<file path="src/rtl/pong_match_ctrl.sv">
`default_nettype none
// ============================================================================
// Module      : pong_match_ctrl
// Description : Pong match sequencer. Turns ball-miss pulses into
//               score_counter d_inc/d_clr commands and gates ball motion
//               through the serve, play, point and game-over phases.
//               Keeps binary point tallies to detect the winning score.
//
// Parameters  : WIN_SCORE   - points needed to win (1..99)
//               SERVE_TICKS - tick pulses spent in SERVE before release (>=1)
//               CNT_W       - width of the tallies and the serve timer
//
// Ports       : clk, reset        - clock, synchronous active-high reset
//               tick              - frame-rate pulse, serve timer base
//               start             - start button level (rising edge used)
//               miss_left/right   - one-cycle miss pulses from ball logic
//               pause             - pause button level (PONG_PAUSE_EN only)
//               d_inc, d_clr      - score_counter increment / clear
//               play_en           - ball motion enable
//               ball_reset        - hold ball at centre
//               serve_dir         - 0 = serve left, 1 = serve right
//               winner            - 00 none, 01 left, 10 right
//               state             - IDLE=0 SERVE=1 PLAY=2 SCORE=3 OVER=4
//                                   PAUSED=5
//
// Build macro : PONG_PAUSE_EN - adds the pause input and the PAUSED state.
//
// Revision    : 1.0 - initial release
// ============================================================================
module pong_match_ctrl #(
    parameter int WIN_SCORE   = 11,
    parameter int SERVE_TICKS = 120,
    parameter int CNT_W       = 7
) (
    input  logic       clk,
    input  logic       reset,
    input  logic       tick,
    input  logic       start,
    input  logic       miss_left,
    input  logic       miss_right,
`ifdef PONG_PAUSE_EN
    input  logic       pause,
`endif
    output logic [1:0] d_inc,
    output logic       d_clr,
    output logic       play_en,
    output logic       ball_reset,
    output logic       serve_dir,
    output logic [1:0] winner,
    output logic [2:0] state
);

    typedef enum logic [2:0] {
        ST_IDLE   = 3'd0,
        ST_SERVE  = 3'd1,
        ST_PLAY   = 3'd2,
        ST_SCORE  = 3'd3,
        ST_OVER   = 3'd4,
        ST_PAUSED = 3'd5
    } state_t;

    localparam logic [CNT_W-1:0] c_win_score  = CNT_W'(WIN_SCORE);
    localparam logic [CNT_W-1:0] c_serve_last = CNT_W'(SERVE_TICKS - 1);

    state_t           r_state,     w_state_nxt;
    logic [CNT_W-1:0] r_timer,     w_timer_nxt;
    logic [CNT_W-1:0] r_tally_l,   w_tally_l_nxt;
    logic [CNT_W-1:0] r_tally_r,   w_tally_r_nxt;
    logic [1:0]       r_d_inc,     w_d_inc_nxt;
    logic             r_d_clr,     w_d_clr_nxt;
    logic             r_play_en,   w_play_en_nxt;
    logic             r_ball_reset, w_ball_reset_nxt;
    logic             r_serve_dir, w_serve_dir_nxt;
    logic [1:0]       r_winner,    w_winner_nxt;
    logic             r_start_q;
    logic             w_start_rise;
    logic             w_pause_rise;

    assign w_start_rise = start & ~r_start_q;

`ifdef PONG_PAUSE_EN
    logic r_pause_q;

    always_ff @(posedge clk) begin
        if (reset) begin
            r_pause_q <= 1'b0;
        end else begin
            r_pause_q <= pause;
        end
    end

    assign w_pause_rise = pause & ~r_pause_q;
`else
    assign w_pause_rise = 1'b0;
`endif

    always_comb begin
        w_state_nxt     = r_state;
        w_timer_nxt     = '0;
        w_tally_l_nxt   = r_tally_l;
        w_tally_r_nxt   = r_tally_r;
        w_d_inc_nxt     = 2'b00;
        w_d_clr_nxt     = 1'b0;
        w_serve_dir_nxt = r_serve_dir;
        w_winner_nxt    = r_winner;

        case (r_state)
            ST_IDLE: begin
                if (w_start_rise) begin
                    w_state_nxt     = ST_SERVE;
                    w_d_clr_nxt     = 1'b1;
                    w_tally_l_nxt   = '0;
                    w_tally_r_nxt   = '0;
                    w_winner_nxt    = 2'b00;
                    w_serve_dir_nxt = 1'b0;
                end
            end
            ST_SERVE: begin
                // Timer only advances on tick; the tick that completes the
                // count moves straight to PLAY with the timer back at zero.
                w_timer_nxt = r_timer;
                if (tick) begin
                    if (r_timer == c_serve_last) begin
                        w_state_nxt = ST_PLAY;
                        w_timer_nxt = '0;
                    end else begin
                        w_timer_nxt = r_timer + 1'b1;
                    end
                end
            end
            ST_PLAY: begin
                if (miss_left && miss_right) begin
                    // Simultaneous misses: replay the serve, nobody scores.
                    w_state_nxt = ST_SERVE;
                end else if (miss_right) begin
                    w_state_nxt     = ST_SCORE;
                    w_tally_l_nxt   = r_tally_l + 1'b1;
                    w_d_inc_nxt     = 2'b01;
                    w_serve_dir_nxt = 1'b1;
                end else if (miss_left) begin
                    w_state_nxt     = ST_SCORE;
                    w_tally_r_nxt   = r_tally_r + 1'b1;
                    w_d_inc_nxt     = 2'b10;
                    w_serve_dir_nxt = 1'b0;
                end else if (w_pause_rise) begin
                    w_state_nxt = ST_PAUSED;
                end
            end
            ST_SCORE: begin
                if (r_tally_l == c_win_score) begin
                    w_state_nxt  = ST_OVER;
                    w_winner_nxt = 2'b01;
                end else if (r_tally_r == c_win_score) begin
                    w_state_nxt  = ST_OVER;
                    w_winner_nxt = 2'b10;
                end else begin
                    w_state_nxt = ST_SERVE;
                end
            end
            ST_OVER: begin
                if (w_start_rise) begin
                    w_state_nxt   = ST_SERVE;
                    w_d_clr_nxt   = 1'b1;
                    w_tally_l_nxt = '0;
                    w_tally_r_nxt = '0;
                    w_winner_nxt  = 2'b00;
                end
            end
            ST_PAUSED: begin
                if (w_pause_rise) begin
                    w_state_nxt = ST_PLAY;
                end
            end
            default: begin
                w_state_nxt = ST_IDLE;
            end
        endcase

        // Motion outputs are decoded from the next state so that, once
        // registered, they line up with the reported state. PAUSED freezes
        // the ball in place rather than recentring it.
        w_play_en_nxt    = (w_state_nxt == ST_PLAY);
        w_ball_reset_nxt = !((w_state_nxt == ST_PLAY) || (w_state_nxt == ST_PAUSED));
    end

    always_ff @(posedge clk) begin
        if (reset) begin
            r_state      <= ST_IDLE;
            r_timer      <= '0;
            r_tally_l    <= '0;
            r_tally_r    <= '0;
            r_d_inc      <= 2'b00;
            r_d_clr      <= 1'b0;
            r_play_en    <= 1'b0;
            r_ball_reset <= 1'b1;
            r_serve_dir  <= 1'b0;
            r_winner     <= 2'b00;
            // Primed high so a button held through reset is not a press.
            r_start_q    <= 1'b1;
        end else begin
            r_state      <= w_state_nxt;
            r_timer      <= w_timer_nxt;
            r_tally_l    <= w_tally_l_nxt;
            r_tally_r    <= w_tally_r_nxt;
            r_d_inc      <= w_d_inc_nxt;
            r_d_clr      <= w_d_clr_nxt;
            r_play_en    <= w_play_en_nxt;
            r_ball_reset <= w_ball_reset_nxt;
            r_serve_dir  <= w_serve_dir_nxt;
            r_winner     <= w_winner_nxt;
            r_start_q    <= start;
        end
    end

    assign d_inc      = r_d_inc;
    assign d_clr      = r_d_clr;
    assign play_en    = r_play_en;
    assign ball_reset = r_ball_reset;
    assign serve_dir  = r_serve_dir;
    assign winner     = r_winner;
    assign state      = r_state;

endmodule
`default_nettype wire

</file>
<file path="config.mk">
export PLATFORM = sky130hd
export DESIGN_NAME = pong_match_ctrl
export DESIGN_NICKNAME = d
export VERILOG_FILES = /design/src/rtl/pong_match_ctrl.sv
export SDC_FILE = /design/constraint.sdc
export NUM_CORES = 1
export LEC_CHECK = 0
export ABC_AREA = 1
export BUFFER_PORTS_ARGS = -buffer_cell sky130_fd_sc_hd__buf_2
export CAP_MARGIN = 40
export CORE_ASPECT_RATIO = 1.2
export CORE_MARGIN = 3
export CORE_UTILIZATION = 57
export DETAILED_ROUTE_END_ITERATION = 8
export PLACE_DENSITY = 0.81
export SYNTH_ARGS = -nofsm -noshare
export SYNTH_HDL_FRONTEND = slang
export SYNTH_SLANG_ARGS = --single-unit
</file>
<file path="constraint.sdc">
create_clock -name clk -period 1.7 [get_ports clk]
set_input_delay 0.17 -clock clk [delete_from_list [all_inputs] [get_ports clk]]
set_output_delay 0.17 -clock clk [all_outputs]
set_load 0.01 [all_outputs]
</file>
==> impl_metrics.yaml, run 1 <==
clocking:
  clockBufferDepth: 2
  hold_buffers: 0
  postCtsSetupRepairBufs: 0
  insertion_delay_ns: 0.33
  cts-buffers-inserted: 5
  path_clk_slew_ns: 0.11
  cts_tree: "done"
  cts_sinks: 33
  cts_resized: 0
  ctsHtreeMaxLevel: 2
  clockRootBuffer: "clkbuf_4"
synthesis:
  synthCells: 243
  ys_seq_elements: 33
  syn_area_per_cell_um2: 6.89
  synth_area_leader_cell: "dfxtp_1"
  async_flop_share_pct: 0
  synthDistinctLibCells: 32
  yosys_warnings: 0
  synth.top_cell.area_share_pct: 39.5
  yosysMostFrequentCell: "nand2_1"
  synth_common_cells: "58 x nand2_1, 46 x nor2_1, 33 x dfxtp_1"
  netlist_area_um2: 1670
  syn_nets: 252
  synth_edf_count: 0
  yosysSeqAreaShare_pct: 39.5
  synthTopCellsByArea: "dfxtp_1 39%, nand2_1 13%, nor2_1 10%"
  ys.flop_type: "dfxtp_1"
power_and_ir_drop:
  vdd_drop_max_v: 0.000933
  p_leak_nw: 0.827
  powerDensity_nw_per_um2: 737
  power_mw: 1.37
route:
  wl_per_cell_um: 11.4
  ant_nets: 0
  totalWireLength_um: 3400
  vias: 1522
  first_pass_iters: 4
  drt_iter0_markers: 39
  route.detailed.vias_per_inst: 5.11
  drc: 0
floorplanning:
  chipWidth_um: 55.5
  fp.dieH_um: 65.4
  die_area_um2: 3630
  initial_utilization_pct: 62.5
  num_rows: 20
  io_pins: 17
  coreArea_um2: 2680
timing:
  max_freq_ghz: 0.665
  slew_headroom_pct: 73.4
  fin_crit_sh_pct: 88.4
  hold_violations: 0
  tightest_slew_ns: 0.400
  hold-worst-slack_ns: 0.0531
  final_max_slew_viol_count: 0
  setup_viol: 0
  rsz0062_at_grt: "false"
  tns_ns: 0
  clock_skew_ns: 0.0138
  fin_crit_ns: 1.50
status:
  run_status: "complete, no violations"
worst_setup_path:
  r2r_cells: 10
  crit_required_ns: 1.93
  crit_type: "register to register"
  endpoint_kind: "register"
  cp-start-kind: "register"
  worst_r2r_endpoint: "ball_reset"
  arrival_ns: 1.74
  r2r-start: "r_tally_l[0]"
  reg2reg_setup_slack_ns: 0.20
  worstSetupStartpoint: "r_tally_l[0]"
  crit_path_max_fanout: 6
global_route:
  grtUsageTotal_pct: 21.5
  antenna_found_initial: 0
  grt_first_pass_wirelength_um: 6110
  grt_start_max_net_pins: 22
  grt-ovfl-total: 0
  grt_pass1_vias: 1451
placement:
  place_area_um2: 1790
  dp_hpwl_um: 2430
  dpl.cell_count: 290
  gp_congestion: 0.816
  numPortBuffers: 16
final_layout:
  antenna_cells: 0
  syn_to_final_growth_pct: 11.1
  finalNonFillerCells: 298
  finalNetCount: 273
  drive_gt1_share_pct: 13.2
  final_area_um2: 1860
min_path:
  min_from: "miss_right"
  min_to: "d_inc[1]"
  hp-class: "primary input to register"
  min_path_cells: 2
job:
  cap_violations: 0
==> final cells by class <==
| class | count | area, µm² |
|---|---|---|
| well taps | 33 | 41.3 |
| fillers | 227 | 817 |
| clock buffers | 7 | 65.1 |
| inverters | 28 | 105 |
| multi-input cells | 179 | 896 |
| clock inverters | 1 | 5.00 |
| flip-flops and latches | 33 | 661 |
| repair buffers | 17 | 87.6 |
==> power by group <==
part | internal, mW | total, mW | switching, mW
Sequential | 0.778 | 0.782 | 0.00400
Clock | 0.240 | 0.511 | 0.271
Combinational | 0.0224 | 0.0779 | 0.0555
==> registers in the layout, indices dropped and copies added, names as in the netlist <==
signal,count
serve_dir,1
play_en,1
d_clr,1
r_timer,7
ball_reset,1
r_start_q,1
r_tally_l,7
winner,2
state,3
r_tally_r,7
d_inc,2
==> layer usage <==
layer / GRT usage [%] / wire length (µm) / vias to the layer above
met5: 0 / 0 / -
met4: 11.6 / 64 / 0
met3: 5.89 / 113 / 5
met2: 37.1 / 1670 / 25
met1: 23.9 / 1550 / 674
li1: - / - / 818
==> cell families (layout without fill, tap and decap cells) <==
| kind of cell | after synthesis | count (layout) | synth area share [%] |
|---|---|---|---|
| buf+inv | 31 | 53 | 7.02 |
| mux | 1 | 1 | 0.598 |
| flops | 33 | 33 | 39.5 |
| fa+ha+maj | 3 | 3 | 2.24 |
| simple gates | 146 | 146 | 38.9 |
| compound gates | 22 | 22 | 8.07 |
| xor+xnor | 7 | 7 | 3.66 |
==> stage by stage <==
stage               worst slack, ns  utilization, %
CTS                           0.214            69.5
detailed placement            0.227            66.9
global route                 0.0289            69.5
floorplan                     0.362               -
global placement              0.273            66.9
finish                        0.196            69.5
==> critical path, stage by stage (launching register included) <==
cell,delay (ns)
dfxtp_1,0.43
ha_1,0.27
nand2_1,0.07
inv_1,0.06
nand3_1,0.11
nand2_1,0.08
nand2_1,0.09
nand2_1,0.07
nand2_1,0.06
nor2_1,0.11
nor2_1,0.04
==> placed cells by master (no fill, tap or decap), drive strengths merged, types with 3 or more instances in the layout <==
cell / netlist / final
clkbuf: 1 / 7
inv: 27 / 27
nor2: 48 / 48
dfxtp: 33 / 33
ha: 3 / 3
a21oi: 16 / 16
nand3: 26 / 26
o21ai: 3 / 3
nand2: 60 / 60
nor3: 5 / 5
buf: 2 / 17
xor2: 5 / 5
==> worst max-delay path by stage <==
stage | endpoint | slack, ns | depth (start not counted)
2_1_floorplan | ball_reset | 0.36 | 10
3_3_place_gp | ball_reset | 0.27 | 8
3_5_place_dp | ball_reset | 0.23 | 10
4_1_cts | ball_reset | 0.21 | 10
5_1_grt | ball_reset | 0.03 | 10
6_report | ball_reset | 0.20 | 10
Note: power is estimated with default switching activity, not from simulation.
==> run 2: changes to the inputs <==
- SKIP_CTS_REPAIR_TIMING: default -> 1
- clock period: 1.7 -> 1.5 ns (I/O delays scaled with it)
==> impl_metrics.yaml, run 2 (synthesis gave the netlist of run 1 again) <==
power_and_ir_drop:
  vdd_drop_max_v: 0.000618
  powerDensity_nw_per_um2: 779
  p_leak_nw: 0.839
clocking:
  cts_tree: "done"
  path_clk_slew_ns: 0.09
  clockRootBuffer: "clkbuf_4"
  clockBufferDepth: 2
  cts_sinks: 33
  insertion_delay_ns: 0.33
  cts-buffers-inserted: 5
  ctsHtreeMaxLevel: 2
timing:
  slew_headroom_pct: 72.9
  rsz0062_at_grt: "false"
  fin_crit_sh_pct: 91.4
  hold-worst-slack_ns: 0.0373
  tightest_slew_ns: 0.406
  fin_crit_ns: 1.37
  clock_skew_ns: 0.00989
  final_max_slew_viol_count: 0
  setup_viol: 0
  max_freq_ghz: 0.729
  tns_ns: 0
  hold_violations: 0
  finalWorstSetupSlack_ns: 0.129
worst_setup_path:
  path_cells: "nor2_4 > clkinv_1 > a22oi_1 > nor2_1"
  slowest_stage: "dfxtp_1"
  arrival_ns: 1.60
  crit_family: "flip-flops"
  r2r-start: "state[1]"
  crit_buf_inv: 1
  crit_path_max_fanout: 9
  cp-start-kind: "register"
  worstSetupStartpoint: "state[1]"
  crit_required_ns: 1.72
  endpoint_kind: "register"
  cpPeakStageDelay_ns: 0.40
  crit_type: "register to register"
global_route:
  grt_pass1_vias: 1460
  grt_start_max_net_pins: 22
  grt_first_pass_wirelength_um: 6150
  grt-ovfl-total: 0
  antenna_found_initial: 0
  grtUsageTotal_pct: 21.1
floorplanning:
  fp.dieH_um: 65.4
  num_rows: 20
  coreArea_um2: 2680
  io_pins: 17
  die_area_um2: 3630
  chipWidth_um: 55.5
  initial_utilization_pct: 62.5
min_path:
  hp-class: "primary input to register"
  min_from: "miss_right"
final_layout:
  drive_gt1_share_pct: 16.8
  finalNetCount: 277
  final_common_cell: "nand2_1"
  largestRegisters: "r_tally_l (7), r_tally_r (7), r_timer (7)"
  final_area_um2: 1890
  final_util_pct: 70.7
  antenna_cells: 0
  syn_to_final_growth_pct: 13.0
  final_cell_mix: "58 x nand2_1, 45 x nor2_1, 28 x dfxtp_1"
route:
  drt_iter0_markers: 50
  vias: 1555
  drc: 0
  first_pass_iters: 4
  route.detailed.vias_per_inst: 5.17
  wl_per_cell_um: 11.0
  ant_nets: 0
  totalWireLength_um: 3310
job:
  cap_violations: 0
placement:
  place_area_um2: 1820
  gp_congestion: 0.829
  numPortBuffers: 16
  dp_hpwl_um: 2400
  post-place-ws_ns: 0.0993
status:
  run_status: "complete, no violations"
==> run 2: worst paths after layout <==
path	endpoint	depth (start not counted)	slack (ns)
hold / removal	d_inc[1]	2	0.04
hold reg to reg	r_tally_r[1]	2	0.48
setup reg to reg	winner[1]	4	0.13
setup / recovery	winner[1]	4	0.13
==> run 2: cell type report <==
class,instances,area [µm²]
Multi-Input combinational cell,179,903
Fill cell,235,786
Clock buffer,7,55.1
Tap cell,33,41.3
Inverter,28,105
Sequential cell,33,669
Timing Repair Buffer,21,118
==> run 2: worst reg2reg max path, delay by kind of cell, from the launching register on <==
family | cells | cell delay (ns)
AO/OA/AOI/OAI | 1 | 0.29
buffers and inverters | 1 | 0.29
flip-flops | 1 | 0.40
AND/OR/NAND/NOR | 2 | 0.29
==> run 2: metrics by stage <==
stage / total power [mW] / instances
after CTS: 1.49 / 301
after global placement: 0.994 / 294
final: 1.47 / 301
after floorplan: 0.962 / 243
after detailed placement: 0.995 / 294
after global routing: 1.54 / 301
==> run 2: routing by layer <==
layer	up-vias	GRT usage, %	wire length [µm]
li1	824	-	-
met4	0	8.21	80
met5	-	0	0
met3	10	6.48	108
met2	27	36.1	1530
met1	694	24.7	1590
==> run 2: power by group <==
part | internal, mW | total, mW | switching (mW)
sequential | 0.880 | 0.884 | 0.00434
combinational | 0.0259 | 0.0901 | 0.0641
clock | 0.221 | 0.500 | 0.279
